File: src/rtl/instr_fetch.sv
// Instruction fetch stage: one outstanding read, 2-entry instruction queue, and PC hold/redirect control.
// Define FETCH_BYPASS_EN to present a response straight to the decoder when the queue is empty.
module instr_fetch #(
  parameter int unsigned ADDR_W = 26,
  parameter int unsigned DATA_W = 32
) (
  input  logic              clk,
  input  logic              reset,
  input  logic [ADDR_W-1:0] pc_i,
  output logic              pc_load_o,
  output logic [ADDR_W-1:0] pc_load_val_o,
  output logic              mem_req_o,
  output logic [ADDR_W-1:0] mem_addr_o,
  input  logic              mem_gnt_i,
  input  logic              mem_rvalid_i,
  input  logic [DATA_W-1:0] mem_rdata_i,
  input  logic              redirect_i,
  input  logic [ADDR_W-1:0] redirect_pc_i,
  output logic              instr_valid_o,
  input  logic              instr_ready_i,
  output logic [DATA_W-1:0] instr_o,
  output logic [ADDR_W-1:0] instr_pc_o
);

  typedef enum logic [1:0] {StReq, StWait, StFull, StDrain} state_e;

  state_e            state_q, state_d;
  logic [ADDR_W-1:0] req_pc_q, req_pc_d;
  logic [1:0]        count_q, count_d;
  logic [DATA_W-1:0] qi_q [2];
  logic [DATA_W-1:0] qi_d [2];
  logic [ADDR_W-1:0] qp_q [2];
  logic [ADDR_W-1:0] qp_d [2];
  logic              rsp, push, pop, bypass;
  logic [1:0]        wr_slot;

  assign rsp = (state_q == StWait) && mem_rvalid_i && !redirect_i;
`ifdef FETCH_BYPASS_EN
  assign bypass = rsp && (count_q == 2'd0);
`else
  assign bypass = 1'b0;
`endif
  // A pop handshake in a redirect cycle is void; the queue is flushed instead.
  assign pop     = (count_q != 2'd0) && instr_ready_i && !redirect_i;
  assign push    = rsp && !(bypass && instr_ready_i);
  assign wr_slot = count_q - {1'b0, pop};

  assign mem_addr_o = pc_i;

  always_comb begin
    count_d = count_q;
    qi_d    = qi_q;
    qp_d    = qp_q;
    if (redirect_i) begin
      count_d = 2'd0;
    end else begin
      if (pop) begin
        qi_d[0] = qi_q[1];
        qp_d[0] = qp_q[1];
      end
      if (push) begin
        qi_d[wr_slot[0]] = mem_rdata_i;
        qp_d[wr_slot[0]] = req_pc_q;
      end
      count_d = count_q + {1'b0, push} - {1'b0, pop};
    end
  end

  always_ff @(posedge clk) begin
    if (reset) begin
      state_q  <= StReq;
      req_pc_q <= '0;
      count_q  <= 2'd0;
      qi_q     <= '{default: '0};
      qp_q     <= '{default: '0};
    end else begin
      state_q  <= state_d;
      req_pc_q <= req_pc_d;
      count_q  <= count_d;
      qi_q     <= qi_d;
      qp_q     <= qp_d;
    end
  end

  always_comb begin
    state_d  = state_q;
    req_pc_d = req_pc_q;
    case (state_q)
      StReq: begin
        if (mem_gnt_i) begin
          req_pc_d = pc_i;
          // A request granted alongside a redirect fetches a stale PC; its response is dropped.
          state_d  = redirect_i ? StDrain : StWait;
        end
      end
      StWait: begin
        if (redirect_i) begin
          state_d = mem_rvalid_i ? StReq : StDrain;
        end else if (mem_rvalid_i) begin
          state_d = (count_d == 2'd2) ? StFull : StReq;
        end
      end
      StFull: begin
        if (count_d != 2'd2) state_d = StReq;
      end
      StDrain: begin
        if (mem_rvalid_i) state_d = StReq;
      end
      default: state_d = StReq;
    endcase
  end

  always_comb begin
    mem_req_o     = !reset && (state_q == StReq);
    pc_load_o     = 1'b0;
    pc_load_val_o = pc_i;
    if (!reset) begin
      if (redirect_i) begin
        pc_load_o     = 1'b1;
        pc_load_val_o = redirect_pc_i;
      end else if (!((state_q == StReq) && mem_gnt_i)) begin
        pc_load_o = 1'b1;
      end
    end
    instr_valid_o = 1'b0;
    instr_o       = '0;
    instr_pc_o    = '0;
    if (!reset) begin
      if (count_q != 2'd0) begin
        instr_valid_o = 1'b1;
        instr_o       = qi_q[0];
        instr_pc_o    = qp_q[0];
      end else if (bypass) begin
        instr_valid_o = 1'b1;
        instr_o       = mem_rdata_i;
        instr_pc_o    = req_pc_q;
      end
    end
  end

endmodule

File: config.mk
export PLATFORM = sky130hd
export DESIGN_NAME = instr_fetch
export DESIGN_NICKNAME = d
export VERILOG_FILES = /design/src/rtl/instr_fetch.sv
export SDC_FILE = /design/constraint.sdc
export NUM_CORES = 1
export LEC_CHECK = 0
export ABC_AREA = 1
export BUFFER_PORTS_ARGS = -buffer_cell sky130_fd_sc_hd__clkbuf_2
export CORE_UTILIZATION = 30
export CTS_CLUSTER_SIZE = 16
export DETAILED_ROUTE_END_ITERATION = 16
export RECOVER_POWER = 25
export SETUP_SLACK_MARGIN = 0.05
export SLEW_MARGIN = 20
export SYNTH_ARGS = -nofsm -noshare
export SYNTH_HDL_FRONTEND = slang
export SYNTH_SLANG_ARGS = --single-unit
File: constraint.sdc
create_clock -name clk -period 2.1 [get_ports clk]
set_input_delay 0.105 -clock clk [delete_from_list [all_inputs] [get_ports clk]]
set_output_delay 0.105 -clock clk [all_outputs]
set_load 0.02 [all_outputs]
* Word level (Yosys, flattened, before mapping)
Cells that the tools add are included.
** Word-level totals
- Memories :: 0
- Bits in latches :: 0
- Bits in registers :: 146
- Logic and storage cells :: 70
- Bits in writable memories :: 0
- Output and inout bits :: 113
- Bits of input ports :: 90
- Bits in read-only memories :: 0
** Cells by class
- Bitwise operators :: 2
- Mux-type cells :: 33
- Shift-type cells :: 0
- Magnitude comparators :: 2
- Reduce and logical (&&, ||, !) cells :: 14
- Equal/unequal tests :: 9
- $mul :: 0
- $add $sub $neg :: 3
- Div/mod/pow operators :: 0
** Operators with widths (number)
- $mux 26 :: 7
- $mux 32 :: 5
- $bwmux 64 :: 1
- $mux 64 :: 1
- $bwmux 52 :: 1
- $mux 52 :: 1
- $demux 32 s1 :: 1
- $demux 26 s1 :: 1
- $mux 2 :: 9
- $ne 2x2->1 const B :: 4
- $pmux 2 s4 :: 1
- $logic_and 1x1->1 :: 7
- $eq 2x2->1 const B :: 3
- $mux 1 :: 5
- $reduce_and 2->1 :: 2
- $reduce_and 4->1 :: 1
- $ne 3x3->1 const B :: 1
- $add 2x1->2 :: 1
- $eq 2x1->1 const B :: 1
- $ge 2x2->1 const B :: 1
- $logic_not 1->1 :: 2
- $logic_not 2->1 :: 1
- $lt 2x1->1 const B :: 1
- $not 1->2 :: 1
- other kinds (4) :: 4

* Logic depth before layout (Yosys ltp)
- Word-level depth :: 11
- Mapped depth :: 14
- Depth with buffers taken out :: 13

* Least setup slack after synthesis
Ideal clock, no wire load.
- Path kind :: register to register
- Start point :: reg count_q[0]
- End point :: reg state_q[1]
- Slack :: 0.181 ns
- Data required time :: 1.988 ns
- Path buffers :: 1
- Setup time :: 0.112 ns
- Period minus slack after synthesis :: 1.919 ns
- Cell stages (with the launch flop) :: 14
- Data arrival time :: 1.807 ns
- Cells stage by stage :: dfxtp_1 > nor2_1 > nor2_4 > clkbuf_1 > ha_1 > inv_1 > ha_1 > nand3_1 > nand2_1 > nor2_1 > nand3_1 > nand3_1 > nor2_1 > nor2_1
** On the way
- Cells in the longest elaborated chain, start to end :: 10
- Elaborated cells between the ends (all ways) :: 14
- Classes of those cells :: add/sub: 2; eq/ne: 3; mux: 5; reduce/logical: 4
** Ends and longest elaborated chain
- start, declared :: RTL line 29 : logic [1:0] count_q, count_d;
- start signal, assigned :: RTL line 79 : count_q <= count_d;
- parallel branches: the longest is 3 deep, another holds $add 2x1->2
- $sub 2x1->2 * :: RTL line 65 : count_d = count_q + {1'b0, push} - {1'b0, pop};
- $mux 2 * :: RTL line 54 : if (redirect_i) begin
- $eq 2x2->1 :: RTL line 100 : state_d = (count_d == 2'd2) ? StFull : StReq;
- $mux 2 :: RTL line 100
- $mux 2 :: RTL line 99 : end else if (mem_rvalid_i) begin
- $mux 2 :: RTL line 97 : if (redirect_i) begin
- $pmux 2 s4 :: RTL line 88 : case (state_q)
- end signal, assigned :: RTL line 71 : state_q <= StReq;
- end signal, assigned :: RTL line 77 : state_q <= state_d;
- end, declared :: RTL line 27 : state_e state_q, state_d;
Mark *: on every way between the ends. The select of a mux whose other input is x is not followed.
A chain may end at the register's enable or synchronous reset.

* Worst setup path in the final report
- Start point :: reg count_q[0]
- End point :: out instr_pc_o[5]
** On the way
- Cells in the longest elaborated chain, start to end :: 3
** Ends and longest elaborated chain
- $reduce_bool 2->1 :: RTL line 129 : if (count_q != 2'd0) begin
- $mux 26 :: RTL line 129
- $mux 26 :: RTL line 128 : if (!reset) begin
- end, declared :: RTL line 22 : output logic [ADDR_W-1:0] instr_pc_o
No other way between the ends.

==> results.md <==
* Result of the run: complete, but fails checks
* Violated checks: DRC
* IR drop worst, VDD at 0.374 mV
* Ratio of total power to cell area at 794 nW/um2
* Final net count at 1286
* Count of endpoints failing hold in the final timing report at 0
* Count of vias placed by the detailed router at 6791
* Synth Register Bits at 146
* Kind of launch point of the worst setup path: register
* Mapped Cells at slightly below 1000
* Launch point of the worst hold path: mem_rvalid_i
* Worst setup slack after layout at 0.148 ns
* Global-route wire length before repair at roughly 31 mm
* Seq/Total Area, Yosys at 0.430
* Floorplan die area at 23200 um2
* Number of synthesis warnings at 0
* Number of antenna violations at the first check in global routing at 0
* Number of global-route vias before repair at 6209
* Floorplan core area at roughly 22000 um2
* Worst min-delay path category: primary input to register
* Pin count of the biggest net entering global routing at 86
* Hold path depth at 4
* Routed vias/inst at 4.57
* Share of Yosys cell area claimed by the top area cell type at 0.430
* Arrival time at the worst endpoint at ~1.9 ns
* Number of setup violations in the final report at 0
* Final period utilization at 0.930
* Effective utilization at floorplan at 0.308
* Reg2Reg Setup Slack at 0.21 ns
* Grt total ovfl at 0
* Static Leak at 3.92 nW
* Endpoint type of the worst setup path: output port
* Clock tree from TritonCTS: built
* CP max FO at 21
* Number of antenna diodes at 0
* Clock sinks at around 150
* Minimum period implied by the final worst setup slack at 1.95 ns
* Net count after synthesis at 1084
* Count of unresolved DRC violations after routing at 10
* I/O pin cnt at 203
* Antenna violation net count after detailed routing at 0
* R2R Path Start: state_q[0]
* WL/cell at 12.7 um
* Buffers from clock root to sink, at most at 2
* Root buffer cell: clkbuf_16
* Final Skew at 0.00702 ns
* DRT Pass-1 Iters at 10
* Worst-margin pin slew at 0.830 ns
* Post-detailed-placement half-perimeter wirelength at about 12 mm
* Post-Route WL at 18.9 mm
* Top cells by area in the synthesized netlist: dfxtp_1 43%, nor2_1 16%, nand2_1 10%, o21ai_0 6.3%, nand3_1 4.5%
* Post-synthesis cell area at 6790 um2
* Clock slew at the register clock pins of the worst setup and hold paths at 0.06 ns
* Worst skew pair latency at 0.42 ns
* Number of fillers in the final layout at 2343
* Timing startpoint of the critical path: count_q[0]
* Achievable frequency at 0.512 GHz
* Hold path endpoint: state_q[0]
* Layout area overhead at 31.7%
* Worst Hold Margin at 0.0542 ns
* Max cap viols at 0
* Starting DRC count in detailed routing at 274
* Weighted congestion reported at the end of routability-driven placement at between 0.7 and 0.8
* Worst rel slew slack at 0.447
* Worst reg2reg path depth at 13
* Post-synthesis area per instance at 6.85 um2
* Setup repair after global routing missed its margin: yes
* Cell total after placement at about 1400
* Reg-to-reg critical path endpoint: state_q[1]
* CTS buffer count at 17
* H-tree depth reported by CTS at 4
* Critical setup path kind: register to output port
* Final instance count without filler cells at 1485
* Post-CTS Repair Setup Buffers at 0
* Count of standard-cell rows at 54
* Yosys cell types at 26
* Count of final max-slew check failures at 0
* Tot GR Track Use at 0.167
* Required time of the worst setup path at 2.00 ns
* Top cell type by total area after synthesis: dfxtp_1
* Die extent in x at 152 um
* Post-Place Worst Slack at 0.139 ns
* Fraction of final layout cells with drive strength greater than 1 at 0.216
* Vert. Die Dim at 152 um
* Power after layout at 7.10 mW
* Buffers on Ports at 202
layout make-up:
class / instances / area (um2) / area share
Multi-Input combinational cell: 727 / 3250 / 0.363
Clock inverter: 9 / 134 / 0.0150
Sequential cell: 146 / 2920 / 0.327
Clock buffer: 21 / 450 / 0.0504
Tap cell: 280 / 350 / 0.0392
Timing Repair Buffer: 280 / 1750 / 0.196
Inverter: 22 / 83.8 / 0.00937
worst max-delay path, cell delays in order (launching register included):
cell and delay (ns):
dfxtp_1 0.38, nor2_1 0.10, buf_4 0.15, inv_2 0.07
buf_4 0.27, nand2_1 0.08, nor2_1 0.17, clkbuf_2 0.20
where the power goes:
group          switching [mW]  internal [mW]  total, mW
Clock                    1.17           1.89       3.06
Sequential              0.109           2.94       3.05
Combinational           0.587          0.409      0.997
Total                    1.87           5.23       7.10
cells in the final DEF, fill, tap and decap left out, types with 2 or more instances in the layout:
| cell type | n |
|---|---|
| buf_12 | 3 |
| ha_1 | 2 |
| nor3_1 | 3 |
| nor2_1 | 290 |
| clkinvlp_4 | 4 |
| nand3_1 | 61 |
| nand4_1 | 2 |
| clkbuf_1 | 31 |
| dfxtp_1 | 145 |
| clkbuf_2 | 174 |
| nand2_2 | 2 |
| mux2_2 | 26 |
| dlygate4sd3_1 | 59 |
| clkbuf_8 | 2 |
| o21ai_0 | 86 |
| inv_1 | 14 |
| clkinv_2 | 2 |
| a21oi_1 | 5 |
| buf_4 | 15 |
| inv_2 | 6 |
| nor2_4 | 2 |
| nand2_1 | 186 |
| o21ai_1 | 58 |
| clkbuf_16 | 17 |
| bufinv_16 | 3 |
how the worst max path moves through the flow:
stage / endpoint / slack [ns] / depth (start not counted)
detailed placement: state_q[1] / 0.14 / 13
global route: state_q[1] / -0.02 / 14
CTS: instr_pc_o[5] / 0.11 / 7
finish: instr_pc_o[5] / 0.15 / 7
floorplan: state_q[1] / 0.18 / 13
global placement: state_q[1] / 0.21 / 13
repair_timing:
action                                 in CTS  in global routing
gates resized for setup                     0                  3
hold buffers                               59                  0
setup endpoints to repair                   0                 56
endpoints found under the hold margin      91                  0
layer usage:
layer  up-vias  wire [um]  GRT usage
met5         -          0          0
met4         0        340     0.0664
met3        30        843     0.0313
met2       191       8430      0.274
met1      3021       9300      0.215
li1       3549          -          -
Yosys cell counts:
cell type  count
nor2_2         1
nor2_4         2
o21ai_1       58
buf_4         30
a211oi_1       1
buf_1          3
o211ai_1       1
mux2_2        26
buf_6          6
nand2_2        2
nand4_1        2
o21ai_0       86
clkinv_1       1
nor2_1       290
nor3_2         1
ha_1           2
inv_1         16
nand3_1       61
inv_2          5
nor3_1         3
clkbuf_2       3
nand2_1      186
clkbuf_1      47
buf_2          8
a21oi_1        5
dfxtp_1      146
stage by stage:
step	TNS, ns	utilization	instance area (um2)
after CTS	0	0.407	8970
after global placement	0	0.354	7800
after floorplan	0	-	6790
after global routing	-0.0273	0.406	8940
after detailed placement	0	0.354	7800
final	0	0.406	8940
kinds of logic (layout without fill, tap and decap cells):
logic type,after synthesis,in the layout,share of synthesized area
AO/OA/AOI/OAI,151,151,0.112
buffers and inverters,119,332,0.0910
multiplexers,26,26,0.0431
flip-flops,146,146,0.430
AND/OR/NAND/NOR,548,548,0.320
adder cells (fa/ha/maj),2,2,0.00368
Note: power is estimated with default switching activity, not from simulation.
